## src/rtl/psum_mem_arbiter.sv

```systemverilog
// Single-port SRAM arbiter for the partial-sum store: controller read, controller write-back
// (via an in-order write buffer) and host readout. Define PSUM_FWD_EN to forward buffer hits.
module psum_mem_arbiter #(
   parameter int ADDR_W        = 20,
   parameter int DATA_W        = 32,
   parameter int WBUF_DEPTH    = 2,
   parameter int HOST_MAX_WAIT = 8
) (
   input  logic                              clk,
   input  logic                              rst_in,
   input  logic                              wr_req,
   input  logic [ADDR_W-1:0]                 wr_addr,
   input  logic [DATA_W-1:0]                 wr_data,
   input  logic                              rd_req,
   input  logic [ADDR_W-1:0]                 rd_addr,
   output logic                              rd_gnt,
   output logic                              rd_valid,
   output logic [DATA_W-1:0]                 rd_data,
   input  logic                              host_req,
   input  logic [ADDR_W-1:0]                 host_addr,
   output logic                              host_gnt,
   output logic                              host_valid,
   output logic [DATA_W-1:0]                 host_data,
   output logic                              sram_en,
   output logic                              sram_we,
   output logic [ADDR_W-1:0]                 sram_addr,
   output logic [DATA_W-1:0]                 sram_wdata,
   input  logic [DATA_W-1:0]                 sram_rdata,
   output logic [$clog2(WBUF_DEPTH+1)-1:0]   wbuf_count,
   output logic                              err_ovf
);

   localparam int CW = $clog2(WBUF_DEPTH+1);
   localparam int WW = (HOST_MAX_WAIT < 1) ? 1 : $clog2(HOST_MAX_WAIT+1);

   typedef struct packed {
      logic [ADDR_W-1:0] addr;
      logic [DATA_W-1:0] data;
   } wentry_t;

   // entry 0 is always the oldest write; pops shift the queue down
   wentry_t [WBUF_DEPTH-1:0] wbuf;
   logic [CW-1:0]            count;
   logic [WW-1:0]            wait_cnt;
   logic [WBUF_DEPTH-1:0]    rd_hit_v, host_hit_v;
   logic                     rd_hit, host_hit, full, empty, starved;
   logic                     wr_path, rd_fwd, host_fwd, pop, push, direct, ovf;
   int                       push_idx;
   wentry_t                  in_entry;

   assign full     = (count == CW'(WBUF_DEPTH));
   assign empty    = (count == '0);
   assign starved  = host_req && (wait_cnt == WW'(HOST_MAX_WAIT));
   assign in_entry = '{addr: wr_addr, data: wr_data};

   for (genvar g = 0; g < WBUF_DEPTH; g++) begin : g_cmp
      assign rd_hit_v[g]   = (count > CW'(g)) && (wbuf[g].addr == rd_addr);
      assign host_hit_v[g] = (count > CW'(g)) && (wbuf[g].addr == host_addr);
   end
   assign rd_hit   = |rd_hit_v;
   assign host_hit = |host_hit_v;

   // Port ownership. A buffer hit either forwards (port falls to the write path)
   // or is refused while the head drains toward the matching entry.
   always_comb begin
      rd_gnt   = 1'b0;
      host_gnt = 1'b0;
      wr_path  = 1'b0;
      rd_fwd   = 1'b0;
      host_fwd = 1'b0;
      if (!rst_in) begin
         if (full && wr_req) begin
            wr_path = 1'b1;
         end else if (starved) begin
            if (host_hit) begin
               wr_path = 1'b1;
`ifdef PSUM_FWD_EN
               host_gnt = 1'b1;
               host_fwd = 1'b1;
`endif
            end else begin
               host_gnt = 1'b1;
            end
         end else if (rd_req) begin
            if (rd_hit) begin
               wr_path = 1'b1;
`ifdef PSUM_FWD_EN
               rd_gnt = 1'b1;
               rd_fwd = 1'b1;
`endif
            end else begin
               rd_gnt = 1'b1;
            end
         end else if (!empty || wr_req) begin
            wr_path = 1'b1;
         end else begin
            host_gnt = host_req;
         end
      end
   end

   always_comb begin
      sram_en    = 1'b0;
      sram_we    = 1'b0;
      sram_addr  = '0;
      sram_wdata = '0;
      pop        = 1'b0;
      direct     = 1'b0;
      if (wr_path && !empty) begin
         sram_en    = 1'b1;
         sram_we    = 1'b1;
         sram_addr  = wbuf[0].addr;
         sram_wdata = wbuf[0].data;
         pop        = 1'b1;
      end else if (wr_path && wr_req) begin
         sram_en    = 1'b1;
         sram_we    = 1'b1;
         sram_addr  = wr_addr;
         sram_wdata = wr_data;
         direct     = 1'b1;
      end else if (rd_gnt && !rd_fwd) begin
         sram_en   = 1'b1;
         sram_addr = rd_addr;
      end else if (host_gnt && !host_fwd) begin
         sram_en   = 1'b1;
         sram_addr = host_addr;
      end
   end

   assign push     = wr_req && !direct && !rst_in;
   assign ovf      = push && full && !pop;
   assign push_idx = int'(count) - (pop ? 1 : 0);

   always_ff @(posedge clk) begin
      if (rst_in) begin
         wbuf       <= '0;
         count      <= '0;
         wait_cnt   <= '0;
         rd_valid   <= 1'b0;
         host_valid <= 1'b0;
         err_ovf    <= 1'b0;
      end else begin
         for (int i = 0; i < WBUF_DEPTH; i++) begin
            if (push && (i == push_idx))
               wbuf[i] <= in_entry;
            else if (pop)
               wbuf[i] <= wbuf[(i < WBUF_DEPTH-1) ? i+1 : i];
         end
         count <= count + CW'(push && !ovf) - CW'(pop);
         if (host_req && !host_gnt)
            wait_cnt <= (wait_cnt == WW'(HOST_MAX_WAIT)) ? wait_cnt : wait_cnt + WW'(1);
         else
            wait_cnt <= '0;
         rd_valid   <= rd_gnt;
         host_valid <= host_gnt;
         err_ovf    <= err_ovf | ovf;
      end
   end

`ifdef PSUM_FWD_EN
   logic [DATA_W-1:0] rd_fwd_data, host_fwd_data, rd_fwd_data_q, host_fwd_data_q;
   logic              rd_fwd_q, host_fwd_q;

   // higher index is younger, so the last match wins
   always_comb begin
      rd_fwd_data   = '0;
      host_fwd_data = '0;
      for (int i = 0; i < WBUF_DEPTH; i++) begin
         if (rd_hit_v[i])   rd_fwd_data   = wbuf[i].data;
         if (host_hit_v[i]) host_fwd_data = wbuf[i].data;
      end
   end

   always_ff @(posedge clk) begin
      if (rst_in) begin
         rd_fwd_q        <= 1'b0;
         host_fwd_q      <= 1'b0;
         rd_fwd_data_q   <= '0;
         host_fwd_data_q <= '0;
      end else begin
         rd_fwd_q        <= rd_fwd;
         host_fwd_q      <= host_fwd;
         rd_fwd_data_q   <= rd_fwd_data;
         host_fwd_data_q <= host_fwd_data;
      end
   end

   assign rd_data   = rd_valid   ? (rd_fwd_q   ? rd_fwd_data_q   : sram_rdata) : '0;
   assign host_data = host_valid ? (host_fwd_q ? host_fwd_data_q : sram_rdata) : '0;
`else
   assign rd_data   = rd_valid   ? sram_rdata : '0;
   assign host_data = host_valid ? sram_rdata : '0;
`endif

   assign wbuf_count = count;

endmodule

```

## config.mk

```make
export PLATFORM = sky130hd
export DESIGN_NAME = psum_mem_arbiter
export DESIGN_NICKNAME = d
export VERILOG_FILES = /design/src/rtl/psum_mem_arbiter.sv
export SDC_FILE = /design/constraint.sdc
export NUM_CORES = 1
export LEC_CHECK = 0
export ABC_CLOCK_PERIOD_IN_PS = 10760
export CELL_PAD_IN_SITES_DETAIL_PLACEMENT = 0
export CELL_PAD_IN_SITES_GLOBAL_PLACEMENT = 1
export CORE_ASPECT_RATIO = 1.75
export CORE_MARGIN = 4
export CORE_UTILIZATION = 36
export DETAILED_ROUTE_END_ITERATION = 6
export PLACE_DENSITY = 0.87
export SYNTH_ARGS = -nofsm -noshare
export SYNTH_HDL_FRONTEND = slang
export SYNTH_SLANG_ARGS = --single-unit
```

## constraint.sdc

```tcl
create_clock -name clk -period 10.76 [get_ports clk]
set_clock_uncertainty 0.1 [all_clocks]
set_input_delay 2.69 -clock clk [delete_from_list [all_inputs] [get_ports clk]]
set_output_delay 2.69 -clock clk [all_outputs]
set_load 0.05 [all_outputs]
```

==> summary.json <==
{
  "routing": {
    "finalWirelength_um": 28800,
    "drt_pass1_iterations": 7,
    "drtIter0Drc": 830,
    "ant_nets": 0,
    "vias_per_cell": 6.06,
    "detail_route.drc_violations": 0,
    "num_vias": 8037,
    "wl_per_cell_um": 21.7
  },
  "hold_path": {
    "min_delay_worst_endpoint": "wbuf[76]$_SDFFE_PP0P_",
    "min_from": "wbuf[76]$_SDFFE_PP0P_",
    "worst_hold_path.num_cells": 2,
    "hold_path_class": "flip-flop to flip-flop"
  },
  "die": {
    "design.die.area_um2": 22800,
    "initial_core_util_pct": 36.9,
    "fp.coreArea_um2": 19900,
    "rows": 68,
    "die_y_um": 197,
    "chipWidth_um": 116,
    "floorplan.io_pins": 254
  },
  "placed_design": {
    "buffer_ports.inserted": 253,
    "gp_routability_congestion": 0.971,
    "place_inst": 1294,
    "placed_area_um2": 9910,
    "place.detailed.hpwl_um": 18900
  },
  "worst_setup_path": {
    "ff2ff_setup_slack_ns": 5.68,
    "cp-startpoint": "host_addr[14]",
    "cpLargestDelayFamily": "buffers and inverters",
    "critPathCaptureType": "primary output",
    "critPathRequiredTime_ns": 7.97,
    "critical_path.cell_chain": "clkdlybuf4s50_1 -> xnor2_1 -> nand4_1 -> nor4_1 -> a2bb2oi_2 -> mux2i_4 -> a21oi_4 -> nor2_4 -> buf_4 -> a22o_1 -> clkdlybuf4s50_1",
    "r2r_end": "wbuf[58]$_SDFFE_PP0P_",
    "timing.critical_path.arrival_ns": 6.60,
    "worst_path_largest_cell_delay_ns": 0.80,
    "path_max_fanout": 28,
    "worstSetupStartpointType": "input pin",
    "cp.depth": 11,
    "crit_top_cell": "sky130_fd_sc_hd__clkdlybuf4s50_1",
    "critical_path.slowest_cell": "sky130_fd_sc_hd__clkdlybuf4s50_1",
    "reg2reg_from": "wbuf[39]$_SDFFE_PP0P_",
    "worstPathBufferInverterCount": 3,
    "worstRegToRegCells": 13,
    "worstSetupPathType": "input pin to primary output"
  },
  "clocking": {
    "cts.repair_timing.setup_buffer_count": 0,
    "tritoncts": "yes",
    "hold_buffers": 0,
    "tritoncts_num_sinks": 113,
    "post_cts_resized": 0,
    "clk_pin_slew_ns": 0.06,
    "clk_root_buffer_cell": "sky130_fd_sc_hd__clkbuf_16",
    "cts_max_path_buffers": 2,
    "tritoncts.num_buffers": 17,
    "clock_tree.htree_level_count": 4,
    "clkLatencyLatePin_ns": 0.41
  },
  "final_layout": {
    "fin_cells": 1326,
    "synthToLayoutAreaGrowth_pct": 42.6,
    "multi_input_comb_area_um2": 4650,
    "fill_cells": 1875,
    "finalNetCount": 1202,
    "num_antenna_cells": 0,
    "design_area_um2": 10500,
    "drive_gt1_share_pct": 6.11,
    "seqCellArea_um2": 2260
  },
  "global_routing": {
    "grt_pass1_vias": 7663,
    "gr-usage-met1_pct": 28.3,
    "maximum_number_of_pins_on_one_net_before_global_route_repair": 106,
    "grt_usage_pct": 24.2,
    "groute.layer.met2.usage_pct": 42.9,
    "gr-total-overflow": 0,
    "globalRouteMet3Util_pct": 3.50,
    "grt_first_pass_wirelength_um": 43800,
    "grt-busiest-layer": "met2",
    "initial_antenna_violation_count": 0
  },
  "synth": {
    "syn_area_per_cell_um2": 8.34,
    "synthCells": 880,
    "yosys.area.top_type": "sky130_fd_sc_hd__dfxtp_1",
    "synthesis.yosys.warnings": 0,
    "synthDominantCellAreaShare_pct": 30.8,
    "synth_ff_type": "sky130_fd_sc_hd__dfxtp_1",
    "synth_cell_type_count": 43,
    "synthMostInstantiatedCell": "sky130_fd_sc_hd__dfxtp_1",
    "largest_cells_by_area_after_synthesis": "sky130_fd_sc_hd__dfxtp_1, sky130_fd_sc_hd__o21ai_0, sky130_fd_sc_hd__a22o_1",
    "seq_area_frac_synth_pct": 30.8,
    "synth_top_cells_by_count": "sky130_fd_sc_hd__dfxtp_1, sky130_fd_sc_hd__o21ai_0, sky130_fd_sc_hd__clkbuf_1",
    "synth-seq-cells": 113,
    "synth-edff-count": 0,
    "syn-cell-area_um2": 7340,
    "synth_async_sr_flop_share_pct": 0,
    "synth_nets": 1014
  },
  "timing": {
    "timing.final.hold_violations": 0,
    "max_freq_ghz": 0.106,
    "setup_viol": 0,
    "setup_tns_ns": 0,
    "finalWorstPathRequiredPeriod_ns": 9.39,
    "rsz_0062_raised_after_global_routing": "no",
    "min_period_over_period_pct": 87.3,
    "max-slew-margin-rel_pct": 18.8,
    "slew_violations": 0,
    "worstMarginPinSlew_ns": 1.22
  },
  "pwr": {
    "ir_drop_uv": 96.9,
    "static-leakage-power_nw": 3.44,
    "pwr-share-comb_pct": 26.7,
    "p_switching_mw": 0.478,
    "clock_power_share_pct": 39.2,
    "power.share.sequential_pct": 34.1,
    "power.internal_mw": 0.906,
    "p_total_mw": 1.38,
    "power-per-cell-area_nw_per_um2": 132,
    "power_switching_share_pct": 34.6
  },
  "job": {
    "max_cap_violations": 0
  },
  "status": {
    "status": "completed"
  }
}
[per-layer routing]
metal	wire, µm	vias to the layer above
met5	0	-
met4	1150	0
met3	1990	74
met2	15000	422
met1	10600	3800
li1	-	3741
[power groups by stage]
stage / sequential (mW) / combinational (mW) / clock (mW)
floorplan: 0.471 / 0.220 / 0
global placement: 0.480 / 0.364 / 0
detailed placement: 0.480 / 0.366 / 0
CTS: 0.471 / 0.367 / 0.549
global route: 0.474 / 0.391 / 0.570
finish: 0.472 / 0.370 / 0.542
[cell usage in the layout (no fill, tap or decap), types with 46 or more instances in the layout]
cell	count
sky130_fd_sc_hd__dfxtp_1	113
sky130_fd_sc_hd__clkdlybuf4s50_1	252
sky130_fd_sc_hd__o41ai_1	52
sky130_fd_sc_hd__a21oi_1	54
sky130_fd_sc_hd__a22o_1	52
sky130_fd_sc_hd__xnor2_1	46
sky130_fd_sc_hd__nand3_1	56
sky130_fd_sc_hd__a31oi_1	52
sky130_fd_sc_hd__o21ai_0	100
sky130_fd_sc_hd__or3b_1	51
sky130_fd_sc_hd__and2_1	64
[state kept, by name (all words and copies together), names as in the netlist]
register,count
wbuf,104
err_ovf,1
host_valid,1
wait_cnt,4
rd_valid,1
wbuf_count,2
[cell type report]
cell class,count,area share (%)
multi-input cells,661,44.4
clock buffers,18,4.10
repair buffers,270,25.5
flip-flops and latches,113,21.6
well taps,245,2.93
inverters,5,0.179
clock inverters,14,1.28
[stage by stage]
| step | hold slack [ns] | worst slack, ns | utilization (%) |
|---|---|---|---|
| after floorplan | 0.348 | 2.86 | - |
| after global placement | 0.354 | 1.37 | 49.8 |
| after detailed placement | 0.361 | 1.34 | 49.8 |
| after CTS | 0.369 | 1.39 | 52.6 |
| after global routing | 0.382 | 1.15 | 52.6 |
| final | 0.368 | 1.37 | 52.6 |
[logic make-up (layout without fill, tap and decap cells)]
family                     after synthesis  in the layout  share of synthesized area [%]
AOI/OAI and AO/OA                      339            339                           30.9
xor gates and xnor gates                83             83                           9.90
adders and majority gates                5              5                          0.852
buffers and inverters                  106            307                           6.49
DFF                                    113            113                           30.8
muxes                                    4              4                          0.733
and+or+nand+nor                        230            230                           20.3
[worst max path at each step]
stage | to | slack [ns]
final | sram_wdata[17] | 1.37
after global routing | sram_wdata[6] | 1.15
after CTS | sram_wdata[6] | 1.39
after detailed placement | sram_wdata[4] | 1.34
after global placement | sram_wdata[3] | 1.37
after floorplan | sram_addr[10] | 2.86
[worst min-delay path, cell delays in order (launching register included)]
cell and delay [ns]:
sky130_fd_sc_hd__dfxtp_1 0.30, sky130_fd_sc_hd__o21ai_0 0.06, sky130_fd_sc_hd__a21oi_1 0.06
(Power assumes the default switching activity.)
